File: config.mk
export PLATFORM = sky130hd
export DESIGN_NAME = hazard_scoreboard
export DESIGN_NICKNAME = d
export VERILOG_FILES = /design/src/rtl/hazard_scoreboard.sv
export SDC_FILE = /design/constraint.sdc
export NUM_CORES = 1
export LEC_CHECK = 0
export BUFFER_PORTS_ARGS = -buffer_cell sky130_fd_sc_hd__buf_4
export CAP_MARGIN = 20
export CORE_MARGIN = 2
export CORE_UTILIZATION = 55
export DETAILED_ROUTE_END_ITERATION = 12
export GPL_TIMING_DRIVEN = 0
export PLACE_DENSITY = 0.84
export SYNTH_ARGS = -nofsm -noshare
export SYNTH_HDL_FRONTEND = slang
export SYNTH_SLANG_ARGS = --single-unit
File: constraint.sdc
create_clock -name clk -period 3.54 [get_ports clk]
set_clock_uncertainty 0.1 [all_clocks]
set_input_delay 0.708 -clock clk [delete_from_list [all_inputs] [get_ports clk]]
set_output_delay 0.708 -clock clk [all_outputs]
set_load 0.02 [all_outputs]
File: src/rtl/hazard_scoreboard.sv
// Hazard scoreboard for the 5-stage pipeline.
// Tracks the register writers in EX/ME/WB and tells decode where each source operand comes from.
// It also tells decode when it must stall because an operand is not yet available.
module hazard_scoreboard #(
  parameter int unsigned AW       = 5,
  parameter int unsigned LD_LATCH = 1
) (
  input  logic          clk,
  input  logic          reset,
  input  logic          id_valid,
  input  logic [AW-1:0] id_src1,
  input  logic          id_src1_use,
  input  logic [AW-1:0] id_src2,
  input  logic          id_src2_use,
  input  logic [AW-1:0] id_dest,
  input  logic          id_gr_we,
  input  logic          id_is_load,
  input  logic          id_fire,
  input  logic          ex_fire,
  input  logic          me_fire,
  input  logic          wb_retire,
  input  logic          me_ld_data_ok,
  input  logic          flush,
  output logic          stall,
  output logic [1:0]    fwd_sel1,
  output logic [1:0]    fwd_sel2,
  output logic [1:0]    inflight_cnt
);

  // Forwarding source codes
  localparam logic [1:0] SelRf = 2'd0;
  localparam logic [1:0] SelEx = 2'd1;
  localparam logic [1:0] SelMe = 2'd2;
  localparam logic [1:0] SelWb = 2'd3;

  // EX slot. Its rdy bit is always 0, so it is not stored.
  logic          ex_v_q, ex_v_d;
  logic [AW-1:0] ex_dest_q, ex_dest_d;
  logic          ex_we_q, ex_we_d;
  logic          ex_ld_q, ex_ld_d;

  // ME slot
  logic          me_v_q, me_v_d;
  logic [AW-1:0] me_dest_q, me_dest_d;
  logic          me_we_q, me_we_d;
  logic          me_ld_q, me_ld_d;
  logic          me_rdy_q, me_rdy_d;

  // WB slot. It is always available, so its ld and rdy bits are not needed.
  logic          wb_v_q, wb_v_d;
  logic [AW-1:0] wb_dest_q, wb_dest_d;
  logic          wb_we_q, wb_we_d;

  // Per-slot hit vectors, bit 0 = EX, bit 1 = ME, bit 2 = WB
  logic [2:0] hit1, hit2;
  logic [2:0] avail;
  logic       miss1, miss2;

  // Returns 1 when a valid writer slot produces the register that is read
  function automatic logic slot_match(input logic          v,
                                      input logic          we,
                                      input logic [AW-1:0] dest,
                                      input logic [AW-1:0] src,
                                      input logic          src_use);
    return v & we & src_use & (src != '0) & (dest == src);
  endfunction

  // Picks the youngest hit and reports whether that slot's value is not ready yet.
  // An older, available hit must not hide an unavailable younger one.
  function automatic logic [2:0] pick(input logic [2:0] hit, input logic [2:0] av);
    logic [2:0] res;
    res = {1'b0, SelRf};
    if (hit[0]) begin
      res = {~av[0], SelEx};
    end else if (hit[1]) begin
      res = {~av[1], SelMe};
    end else if (hit[2]) begin
      res = {~av[2], SelWb};
    end
    return res;
  endfunction

  // EX slot next state. A flush wins over an issue from decode.
  always_comb begin
    ex_v_d    = ex_v_q;
    ex_dest_d = ex_dest_q;
    ex_we_d   = ex_we_q;
    ex_ld_d   = ex_ld_q;
    if (id_fire) begin
      ex_v_d    = 1'b1;
      ex_dest_d = id_dest;
      ex_we_d   = id_gr_we & (id_dest != '0);
      ex_ld_d   = id_is_load;
    end else if (ex_fire) begin
      ex_v_d = 1'b0;
    end
    if (flush) begin
      ex_v_d = 1'b0;
    end
  end

  // ME slot next state. rdy remembers that load data already returned while the load waits in ME.
  always_comb begin
    me_v_d    = me_v_q;
    me_dest_d = me_dest_q;
    me_we_d   = me_we_q;
    me_ld_d   = me_ld_q;
    me_rdy_d  = me_rdy_q;
    if (ex_fire) begin
      me_v_d    = ex_v_q;
      me_dest_d = ex_dest_q;
      me_we_d   = ex_we_q;
      me_ld_d   = ex_ld_q;
      me_rdy_d  = 1'b0;
    end else if (me_fire) begin
      me_v_d   = 1'b0;
      me_rdy_d = 1'b0;
    end else if ((LD_LATCH != 0) && me_v_q && me_ld_q && me_ld_data_ok) begin
      me_rdy_d = 1'b1;
    end
    if (flush) begin
      me_v_d   = 1'b0;
      me_rdy_d = 1'b0;
    end
  end

  // WB slot next state. A flush does not affect WB.
  always_comb begin
    wb_v_d    = wb_v_q;
    wb_dest_d = wb_dest_q;
    wb_we_d   = wb_we_q;
    if (me_fire) begin
      wb_v_d    = me_v_q;
      wb_dest_d = me_dest_q;
      wb_we_d   = me_we_q;
    end else if (wb_retire) begin
      wb_v_d = 1'b0;
    end
  end

  // Slot registers, cleared by the synchronous reset
  always_ff @(posedge clk) begin
    if (reset) begin
      ex_v_q    <= 1'b0;
      ex_dest_q <= '0;
      ex_we_q   <= 1'b0;
      ex_ld_q   <= 1'b0;
      me_v_q    <= 1'b0;
      me_dest_q <= '0;
      me_we_q   <= 1'b0;
      me_ld_q   <= 1'b0;
      me_rdy_q  <= 1'b0;
      wb_v_q    <= 1'b0;
      wb_dest_q <= '0;
      wb_we_q   <= 1'b0;
    end else begin
      ex_v_q    <= ex_v_d;
      ex_dest_q <= ex_dest_d;
      ex_we_q   <= ex_we_d;
      ex_ld_q   <= ex_ld_d;
      me_v_q    <= me_v_d;
      me_dest_q <= me_dest_d;
      me_we_q   <= me_we_d;
      me_ld_q   <= me_ld_d;
      me_rdy_q  <= me_rdy_d;
      wb_v_q    <= wb_v_d;
      wb_dest_q <= wb_dest_d;
      wb_we_q   <= wb_we_d;
    end
  end

  // Operand lookup and stall, combinational from slot state and live inputs
  always_comb begin
    avail = {1'b1, (~me_ld_q | me_rdy_q | me_ld_data_ok), ~ex_ld_q};
    hit1  = {slot_match(wb_v_q, wb_we_q, wb_dest_q, id_src1, id_src1_use),
             slot_match(me_v_q, me_we_q, me_dest_q, id_src1, id_src1_use),
             slot_match(ex_v_q, ex_we_q, ex_dest_q, id_src1, id_src1_use)};
    hit2  = {slot_match(wb_v_q, wb_we_q, wb_dest_q, id_src2, id_src2_use),
             slot_match(me_v_q, me_we_q, me_dest_q, id_src2, id_src2_use),
             slot_match(ex_v_q, ex_we_q, ex_dest_q, id_src2, id_src2_use)};
    {miss1, fwd_sel1} = pick(hit1, avail);
    {miss2, fwd_sel2} = pick(hit2, avail);
    stall = id_valid & (miss1 | miss2);
  end

  // Occupancy count. WB counts only while it still has a register write pending.
  always_comb begin
    inflight_cnt = {1'b0, ex_v_q} + {1'b0, me_v_q} + {1'b0, wb_v_q & wb_we_q};
  end

  // Handshake protocol checks
  a_no_issue_on_stall: assert property (@(posedge clk) disable iff (reset) !(id_fire && stall));
  a_ex_fire_valid:     assert property (@(posedge clk) disable iff (reset) !(ex_fire && !ex_v_q));
  a_me_fire_valid:     assert property (@(posedge clk) disable iff (reset) !(me_fire && !me_v_q));

endmodule

---- Word level (Yosys, flattened, before mapping) ----
Index checks and enable logic that the tools add are counted.
storage, ports and cells
  word-level logic and storage cells ...... 70
  bits in read-only memories .............. 0
  bits in writable memories ............... 0
  output and inout port bits .............. 7
  flip-flop bits (word level) ............. 24
  memories kept ........................... 0
  latch bits .............................. 0
operators by class
  shift-type cells ........................ 0
  $lt $le $gt $ge ......................... 0
  add/subtract/negate cells ............... 2
  equal/unequal tests ..................... 6
  div/mod/pow operators ................... 0
  reductions and logical operators ........ 10
  bitwise gates (word level) .............. 28
  mux-type cells .......................... 12
  multiply operators ...................... 0
operators with widths
  cell                  count
  equality test 5 bit   6
  bitwise AND 1 bit     23
  nonzero test 5 bit    3
  2-to-1 mux 3 bit      4
  2-to-1 mux 1 bit      6
  nonzero test 2 bit    3
  2-to-1 mux 2 bit      2
  OR reduction 4 bit    1
  bitwise OR 1 bit      3
  adder 1 x 1 -> 2 bit  1
  adder 2 x 1 -> 2 bit  1
  logical AND 1 bit     2
  NOT 1 bit             2
  OR reduction 2 bit    1

---- Logic depth before layout (Yosys ltp) ----
  depth after elaboration ................. 9
  mapped depth ............................ 5
  depth with buffers taken out ............ 5

---- Least setup slack after synthesis ----
Ideal clock, no wire load.
  path type ............................... input-to-output
  start point ............................. input port id_src2[1]
  end point ............................... output port stall
  data arrival time ....................... 2.009 ns
  path slack .............................. 0.723 ns
  stages .................................. 5
  required time ........................... 2.732 ns
  cell sequence ........................... or4_1 > o21ai_2 > nor3_1 > o22a_1 > o21ai_1
on the way
  longest elaborated chain between the ends .. 7
ends and longest elaborated chain
  element                         line  text
  start: declaration              13    input logic [AW-1:0] id_src2,
  nonzero test 5 bit              65    return v & we & src_use & (src != '0) & (dest == src);
  bitwise AND 1 bit (2 in a row)  65
  2-to-1 mux 3 bit                75    end else if (hit[1]) begin
  2-to-1 mux 3 bit (*)            73    if (hit[0]) begin
  bitwise OR 1 bit (*)            183   stall = id_valid & (miss1 | miss2);
  bitwise AND 1 bit (*)           183
  end: declaration                24    output logic stall,
Mark *: on every way between the ends. The rest lies on a longest branch, timed or not.

---- Final worst setup path ----
  start point ............................. input port id_src1[1]
  end point ............................... output port stall
on the way
  longest elaborated chain between the ends .. 7
ends and longest elaborated chain
  element                         line  text
  start: declaration              11    input logic [AW-1:0] id_src1,
  nonzero test 5 bit              65
  bitwise AND 1 bit (2 in a row)  65
  2-to-1 mux 3 bit                75
  2-to-1 mux 3 bit (*)            73
  bitwise OR 1 bit (*)            183
  bitwise AND 1 bit (*)           183
Marked as above.

==> flow_metrics.tcl <==
set metrics [dict create \
    netlist_area_um2 1344 \
    crit_type "primary input to primary output" \
    synth_top_cells_by_area "dfxtp_1 36%, xnor2_1 17%, mux2i_1 14%, nor2_1 5.9%, nand4_1 2.8%" \
    ant_nets 0 \
    synth.distinct_cells 26 \
    io_buffers 32 \
    rsz0062_at_grt "no" \
    synth_edf_count 0 \
    die_width_um 53.43 \
    track_usage 0.2578 \
    grt_antenna_before_repair 0 \
    grt_max_degree 15 \
    drive_gt1_frac 0.2174 \
    post-route-period-util 0.8476 \
    path_max_fanout 4 \
    slew_headroom 0.5476 \
    reg2reg_depth 4 \
    path_delay_family "simple AND/OR/NAND/NOR gates" \
    setup-violations-final 0 \
    post-route-min-period_ps 3000 \
    tritoncts "yes" \
    synth_ff_type "dfxtp_1" \
    p_sw_uw 145.4 \
    post_drt_wl_per_cell_um 15.23 \
    grt_pass1_wl_um 5161 \
    hold_buffers 0 \
    drt-initial-drc-count 19 \
    hpwl_um 2586 \
    syn_inst 148 \
    syn_to_final_growth_pct 24.39 \
    drc 0 \
    cp_cell_sequence "buf_4, or4_1, o21ai_1, nor3_1, o22a_1, o21ai_1, buf_4" \
    cpPeakStageDelay_ps 540 \
    p_clk_frac 0.345 \
    rrSetupSlack_ps 2510 \
    grt_overflow_total 0 \
    clockBufferDepth 2 \
    critPathRequiredTime_ps 2730 \
    clock_latency_ps 330 \
    p_comb_frac 0.161 \
    crit_path_end_kind "primary output" \
    io_pins 35 \
    synth_seq_cells 24 \
    drv_slew 0 \
    gp_congestion 0.9447 \
    irDropWorstVdd_mv 0.3537 \
    status "completed" \
    vias 1194 \
    grt_pass1_vias 1136 \
    max_freq_mhz 333.3 \
    cap_violations 0 \
    power.internal_uw 445.6 \
    yosys_warnings 0 \
    placed_area_um2 1619 \
    slowest_stage "or4_1" \
    seq_area_frac_synth 0.3575 \
    endpoint "stall" \
    cp-start-kind "primary input" \
    dieArea_um2 2855 \
    synth_nets 177 \
    numCtsBuffers 3 \
    worst_slew_pin_slew_ps 678.6 \
    cp-startpoint "id_src1[1]" \
    reg.largest.list "ex_dest_q: 5 flops, me_dest_q: 5 flops, wb_dest_q: 5 flops" \
    min_path_type "flip-flop to flip-flop" \
    post-synth-top-count-cell "xnor2_1" \
    reg2reg_to "me_v_q$_SDFFE_PP0P_" \
    nNetsFinal 214 \
    crit_cells 7 \
    cp.arrival_ps 2190 \
    n_fill_cell 171 \
    post_cts_buffers 0 \
    cts_resized 0 \
    core_um2 2255 \
    die_h_um 53.43 \
    dp_slack_ps 544.7 \
    p_per_area_nw_per_um2 353.6 \
    pwr-share-seq 0.495 \
    drtPass1Iterations 4 \
    cts-root-buf "clkbuf_4" \
    stdcell_area_um2 1672 \
    p_leak_uw 0.0006875 \
    reg2reg_from "me_v_q$_SDFFE_PP0P_" \
    synthArstFlopShare 0 \
    path_buf_inv 2 \
    synth_top_cell_by_area "dfxtp_1" \
    tns_ps 0 \
    final-hold-violation-count 0 \
    fp-row-count 17 \
    setup_slack_ps 539.7 \
    vias_per_cell 5.632 \
    synth_top_cells_by_count "26 x xnor2_1, 24 x dfxtp_1, 21 x nor2_1" \
    antenna_cells 0 \
    routed_wl_um 3229 \
    cts.clk_slew.worst_paths_ps 140 \
    synth_area_per_cell_um2 9.080 \
    synth_top_area_frac 0.3575 \
    initial_core_util 0.5960 \
    htreeDepth 1 \
    cts.sinks 24 \
    switching_share 0.2460 \
]
[power by group through the flow]
stage | Sequential, uW | Clock (uW) | Combinational (uW)
floorplan | 294 | 0 | 53.9
global route | 294 | 215 | 104
finish | 292 | 204 | 94.9
global placement | 297 | 0 | 91.9
detailed placement | 298 | 0 | 94.8
CTS | 292 | 207 | 95.0
[worst min-delay path, stage by stage (launching register included)]
cell	delay [ps]
dfxtp_1	360
mux2i_1	70
nor2_1	70
[kinds of logic after synthesis]
kind of cell / Yosys count / share of synthesized area
xor+xnor: 30 / 0.1955
fa+ha+maj: 1 / 0.01490
flops: 24 / 0.3575
buf+inv: 12 / 0.03352
simple gates: 47 / 0.1862
compound gates: 15 / 0.07077
mux: 19 / 0.1415
[how the worst min path moves through the flow]
stage / start / to / slack [ps] / depth (start not counted)
after global placement: me_rdy_q$_SDFFE_PP0P_ / me_rdy_q$_SDFFE_PP0P_ / 350 / 2
after floorplan: me_rdy_q$_SDFFE_PP0P_ / me_rdy_q$_SDFFE_PP0P_ / 340 / 2
after global routing: flush / me_v_q$_SDFFE_PP0P_ / 420 / 2
after detailed placement: me_rdy_q$_SDFFE_PP0P_ / me_rdy_q$_SDFFE_PP0P_ / 390 / 2
after CTS: me_rdy_q$_SDFFE_PP0P_ / me_rdy_q$_SDFFE_PP0P_ / 420 / 2
final: wb_we_q$_SDFFE_PP0P_ / wb_we_q$_SDFFE_PP0P_ / 420 / 2
[area by class of cell]
type | instances | area (um^2) | share of cell area
multi-input combinational | 112 | 818.3 | 0.4895
sequential | 24 | 480.5 | 0.2874
timing repair buffer | 32 | 240.2 | 0.1437
tap | 28 | 35.03 | 0.02096
clock inverter | 1 | 30.03 | 0.01796
inverter | 7 | 26.28 | 0.01572
clock buffer | 3 | 22.52 | 0.01347
buffer | 5 | 18.77 | 0.01123
[per-stage QoR]
step / power [uW] / std cells / util / hold slack [ps]
6_report: 591.0 / 212 / 0.7414 / 417.5
5_1_grt: 613.2 / 212 / 0.7414 / 421.3
4_1_cts: 593.6 / 212 / 0.7414 / 416.9
3_5_place_dp: 392.7 / 208 / 0.7181 / 387.0
3_3_place_gp: 389.1 / 208 / 0.7181 / 354.7
2_1_floorplan: 347.7 / 148 / - / 344.4
[routing by layer]
| layer | vias up | GRT usage | share of wire |
|---|---|---|---|
| li1 | 588 | - | - |
| met1 | 559 | 0.3264 | 0.46 |
| met2 | 42 | 0.4321 | 0.47 |
| met3 | 5 | 0.03390 | 0.051 |
| met4 | 0 | 0.1111 | 0.015 |
| met5 | - | 0 | 0 |
[placed cells by master (no fill, tap or decap), drive strengths merged]
cell type	instances
a21o	1
a21oi	6
a31oi	1
buf	32
bufinv	1
clkbuf	8
dfxtp	24
fa	1
inv	7
mux2i	19
nand2	2
nand2b	1
nand3	2
nand4	6
nor2	21
nor3	5
nor3b	1
nor4	1
o211ai	2
o21ai	3
o21bai	1
o22a	1
or4	7
or4bb	1
xnor2	26
xor2	4
No activity file was read; power rests on OpenSTA's default activity.
